**src/rtl/logic_unit_pipe.sv**
```systemverilog
// Pipelined bitwise logic unit: eight gate functions on two WIDTH-bit operands,
// valid/ready on both sides. Define LU_STATS_EN to add the txn_count port.
`timescale 1ns/1ps
module logic_unit_pipe #(
    parameter int WIDTH  = 8,
    parameter int STAGES = 2
) (
    input  logic             clk,
    input  logic             rst_n,
    input  logic             in_valid,
    output logic             in_ready,
    input  logic [2:0]       op,
    input  logic [WIDTH-1:0] a,
    input  logic [WIDTH-1:0] b,
    output logic             out_valid,
    input  logic             out_ready,
    output logic [WIDTH-1:0] result,
    output logic             flag_zero,
    output logic             flag_par
`ifdef LU_STATS_EN
    ,
    output logic [15:0]      txn_count
`endif
);

    // Each stage carries {parity, zero, data}.
    localparam int DW = WIDTH + 2;

    if (WIDTH < 1 || WIDTH > 64) begin : g_bad_width
        $error("logic_unit_pipe: WIDTH must be 1..64");
    end
    if (STAGES < 1 || STAGES > 4) begin : g_bad_stages
        $error("logic_unit_pipe: STAGES must be 1..4");
    end

    logic [WIDTH-1:0] w_func;
    logic [DW-1:0]    w_d_chain [STAGES+1];
    logic [STAGES:0]  w_v_chain;
    logic [STAGES:0]  w_ready;

    always_comb begin
        w_func = '0;
        case (op)
            3'd0:    w_func = a & b;
            3'd1:    w_func = a | b;
            3'd2:    w_func = ~(a & b);
            3'd3:    w_func = ~(a | b);
            3'd4:    w_func = a ^ b;
            3'd5:    w_func = ~(a ^ b);
            3'd6:    w_func = ~a;
            default: w_func = ~b;
        endcase
    end

    assign w_v_chain[0] = in_valid;
    assign w_d_chain[0] = {^w_func, ~|w_func, w_func};

    // A stage may load when it is empty or its successor takes its beat this cycle.
    always_comb begin
        w_ready         = '0;
        w_ready[STAGES] = out_ready;
        for (int k = STAGES - 1; k >= 0; k--) begin
            w_ready[k] = ~w_v_chain[k+1] | w_ready[k+1];
        end
    end

    for (genvar gi = 0; gi < STAGES; gi++) begin : g_stage
        logic          r_v;
        logic [DW-1:0] r_d;

        always_ff @(posedge clk or negedge rst_n) begin
            if (!rst_n) begin
                r_v <= 1'b0;
                r_d <= '0;
            end else if (w_ready[gi]) begin
                r_v <= w_v_chain[gi];
                if (w_v_chain[gi]) begin
                    r_d <= w_d_chain[gi];
                end
            end
        end

        assign w_v_chain[gi+1] = r_v;
        assign w_d_chain[gi+1] = r_d;
    end

    assign in_ready  = rst_n & w_ready[0];
    assign out_valid = w_v_chain[STAGES];
    assign result    = w_d_chain[STAGES][WIDTH-1:0];
    assign flag_zero = w_d_chain[STAGES][WIDTH];
    assign flag_par  = w_d_chain[STAGES][WIDTH+1];

`ifdef LU_STATS_EN
    logic [15:0] r_txn_count;

    always_ff @(posedge clk or negedge rst_n) begin
        if (!rst_n) begin
            r_txn_count <= 16'd0;
        end else if (out_valid && out_ready) begin
            r_txn_count <= r_txn_count + 16'd1;
        end
    end

    assign txn_count = r_txn_count;
`endif

endmodule

```
**config.mk**
```make
export PLATFORM = sky130hd
export DESIGN_NAME = logic_unit_pipe
export DESIGN_NICKNAME = d
export VERILOG_FILES = /design/src/rtl/logic_unit_pipe.sv
export SDC_FILE = /design/constraint.sdc
export NUM_CORES = 1
export LEC_CHECK = 0
export CAP_MARGIN = 20
export CORE_MARGIN = 2
export CORE_UTILIZATION = 66
export CTS_BUF_LIST = sky130_fd_sc_hd__clkbuf_4
export DETAILED_ROUTE_END_ITERATION = 12
export DONT_BUFFER_PORTS = 1
export PLACE_DENSITY = 0.82
export SLEW_MARGIN = 20
export SYNTH_ARGS = -nofsm -noshare
export SYNTH_HDL_FRONTEND = slang
export SYNTH_SLANG_ARGS = --single-unit
```
**constraint.sdc**
```tcl
create_clock -name clk -period 1.9 [get_ports clk]
set_clock_uncertainty 0.2 [all_clocks]
set_input_delay 0.285 -clock clk [delete_from_list [all_inputs] [get_ports clk]]
set_output_delay 0.285 -clock clk [all_outputs]
set_load 0.02 [all_outputs]
```
==> flow_metrics.env <==
export IMPL_status="completed"
export IMPL_clock_latency_ns=0.29
export IMPL_finalCriticalPeriod_ns=1.87
export IMPL_cp_arrival_ns=1.84
export IMPL_ir_worst_vdd_uv=579
export IMPL_finalHoldViolCount=0
export IMPL_wl_per_cell_um=14.5
export IMPL_synth_fa_ha_area_frac=0.140
export IMPL_place_gp_congestion=0.754
export IMPL_cts_htree_levels=1
export IMPL_synth_compound_area_frac=0.182
export IMPL_grt_first_pass_wirelength_um=5890
export IMPL_synth_top_area_cell="dfrtp_1"
export IMPL_syn_nets=244
export IMPL_grt_max_degree=39
export IMPL_tightestPinTransition_ns=0.922
export IMPL_critical_path_class="in2reg"
export IMPL_ys_flop_type="dfrtp_1"
export IMPL_yosysUniqueCellTypes=40
export IMPL_muxShareOfSynthArea=0.0684
export IMPL_viasPerCell=5.98
export IMPL_rows=18
export IMPL_yosysSeqAreaShare=0.307
export IMPL_synth_edff_count=0
export IMPL_cts_max_path_buffers=2
export IMPL_die_area_mm2=0.00315
export IMPL_first_pass_iters=4
export IMPL_syn_cell_area_mm2=0.00179
export IMPL_drive_above_1_share=0.242
export IMPL_cts_sinks=22
export IMPL_r2r_cells=4
export IMPL_synth_top_family_by_area="compound AO/OA/AOI/OAI gates"
export IMPL_die_h_um=56.1
export IMPL_holdPathStages=2
export IMPL_syn_inst=201
export IMPL_whs_ns=0.0136
export IMPL_p_leak_nw=0.963
export IMPL_cap_viol_max_count=0
export IMPL_place_hpwl_um=2490
export IMPL_gr_total_overflow=0
export IMPL_numCtsBuffers=3
export IMPL_slew_violations=0
export IMPL_endpoint_kind="flip-flop"
export IMPL_period_share=0.983
export IMPL_async_flop_share=1.00
export IMPL_finalWorstSetupSlack_ns=0.0317
export IMPL_worst_path_max_fanout=3
export IMPL_place_ws_ns=-0.351
export IMPL_num_io_pins=35
export IMPL_synth_top_cell_area_share=0.307
export IMPL_final_setup_viol_count=0
export IMPL_track_usage=0.226
export IMPL_worstHoldPathType="in2reg"
export IMPL_cts_root_buf="clkbuf_4"
export IMPL_required_ns=1.87
export IMPL_port_buffer_count=0
export IMPL_grt_pass1_vias=1443
export IMPL_cts_tree="built"
export IMPL_initial_core_util=0.711
export IMPL_final_nets=251
export IMPL_syn_to_final_growth_pct=12.3
export IMPL_chipWidth_um=56.1
export IMPL_ys_ff_latch=22
export IMPL_yosysWarningCount=0
export IMPL_max_freq_mhz=535
export IMPL_syn_area_per_cell_um2=8.92
export IMPL_ant_nets=0
export IMPL_p_per_area_mw_per_mm2=688
export IMPL_drc_errors=0
export IMPL_start_kind="input port"
export IMPL_clk_pin_slew_ns=0.11
export IMPL_synth_area_leaders="dfrtp_1, ha_1, mux2_2"
export IMPL_dr_total_vias=1418
export IMPL_antennaDiodeCount=0
export IMPL_synthSimpleGateAreaFrac=0.144
export IMPL_slew_headroom=0.383
export IMPL_coreArea_mm2=0.00252
export IMPL_antenna_found_initial=0
export IMPL_grt_setup_unrepaired="true"
export IMPL_drtIter0Drc=54
export IMPL_wirelength_um=3440
export IMPL_synth_xor_area_share=0.0391
placed cells by master (no fill, tap or decap), types with 2 or more instances in the layout:
cell type,instances
and3_1,2
buf_4,17
inv_2,3
xnor2_2,2
mux2_2,10
o221ai_1,2
a211o_1,3
dlygate4sd3_1,3
a311oi_2,2
a21oi_1,9
dfrtp_1,22
nor2_1,6
nor2b_1,2
ha_1,16
xnor2_1,2
clkbuf_4,3
a22o_1,6
xor2_1,4
o211ai_1,4
nand3_1,6
o21ai_1,11
inv_1,16
ha_4,4
nand2b_1,5
nand2_1,24
critical path, stage by stage:
cell and delay, ns:
inv_2 0.05, ha_4 0.19, and3_4 0.16, a311oi_2 0.26
o311ai_2 0.16, nand2_1 0.14, ha_4 0.22, xnor2_2 0.15
xnor2_1 0.14, o21ai_1 0.07
Yosys cell counts, types with 4 or more instances:
| master | n |
|---|---|
| nand2_1 | 24 |
| dfrtp_1 | 22 |
| ha_1 | 20 |
| inv_1 | 20 |
| buf_4 | 10 |
| mux2_2 | 10 |
| o21ai_1 | 10 |
| a21oi_1 | 9 |
| a22o_1 | 6 |
| nand3_1 | 6 |
| nor2_1 | 6 |
| nand2b_1 | 5 |
| o211ai_1 | 4 |
| xnor2_1 | 4 |
| xor2_1 | 4 |
report_power, final:
part / internal, W / total (W) / switching (W) / leakage (nW)
logic: 0.000271 / 0.000472 / 0.000201 / 0.678
registers: 0.000572 / 0.000712 / 0.000140 / 0.270
clock network: 0.0000763 / 0.000200 / 0.000123 / 0.0154
total: 0.000920 / 0.00138 / 0.000465 / 0.963
path summary, 6_finish.rpt:
kind,startpoint,end,slack (ns)
worst min-delay path,out_ready,g_stage[0].r_v$_DFFE_PN0N_,0.01
max in group asynchronous,rst_n,g_stage[0].r_d[7]$_DFFE_PN0P_,0.57
worst max register to register,out_valid$_DFFE_PN0P_,g_stage[0].r_d[3]$_DFFE_PN0P_,0.33
min in group asynchronous,rst_n,g_stage[1].r_d[4]$_DFFE_PN0P_,0.36
worst min register to register,g_stage[0].r_d[5]$_DFFE_PN0P_,g_stage[0].r_d[5]$_DFFE_PN0P_,0.31
worst max-delay path,a[2],g_stage[0].r_d[9]$_DFFE_PN0P_,0.03
logic make-up (layout without fill, tap and decap cells):
group                      after synthesis  after routing
muxes                                   11             11
DFF                                     22             22
AOI/OAI and AO/OA                       46             46
adders and majority gates               20             20
buffers and inverters                   40             46
xor gates and xnor gates                 8              8
and+or+nand+nor                         54             54
metal layers:
layer / wire length (um) / track usage / part of all wire / vias to the layer above
met5: 0 / 0 / 0 / -
met4: 49 / 0.0986 / 0.014 / 0
met3: 143 / 0.0233 / 0.042 / 4
met2: 1800 / 0.432 / 0.52 / 42
met1: 1440 / 0.249 / 0.42 / 675
li1: - / - / - / 697
sequential cells by signal (all words and copies together) (netlist names):
signal and flops:
g_stage.r_v 1, g_stage.r_d 20, out_valid 1
area by class of cell:
type | count | area (um^2)
flip-flops and latches | 22 | 551
clock buffers | 3 | 22.5
multi-input cells | 139 | 1120
repair buffers | 21 | 178
well taps | 30 | 37.5
clock inverters | 1 | 3.75
fillers | 159 | 509
inverters | 21 | 98.8
metrics by stage:
step / power [W] / area, um^2 / utilization / cells / TNS (ns)
after global routing: 0.00147 / 2010 / 0.798 / 237 / -0.0532
after CTS: 0.00134 / 1920 / 0.762 / 236 / 0
after global placement: 0.00109 / 1850 / 0.735 / 228 / -0.258
final: 0.00138 / 2010 / 0.798 / 237 / 0
after floorplan: 0.00110 / 1820 / - / 201 / -0.164
after detailed placement: 0.00112 / 1850 / 0.735 / 228 / -0.385
what timing repair did:
item                                    in CTS  in global routing
endpoints found under the hold margin       24                  0
pin swaps                                    1                  9
buffers inserted                             1                  1
gates resized for setup                      1                 14
hold buffers                                 3                  0
endpoints found under the setup margin       1                  1
Power figures use the tool's default switching activity.
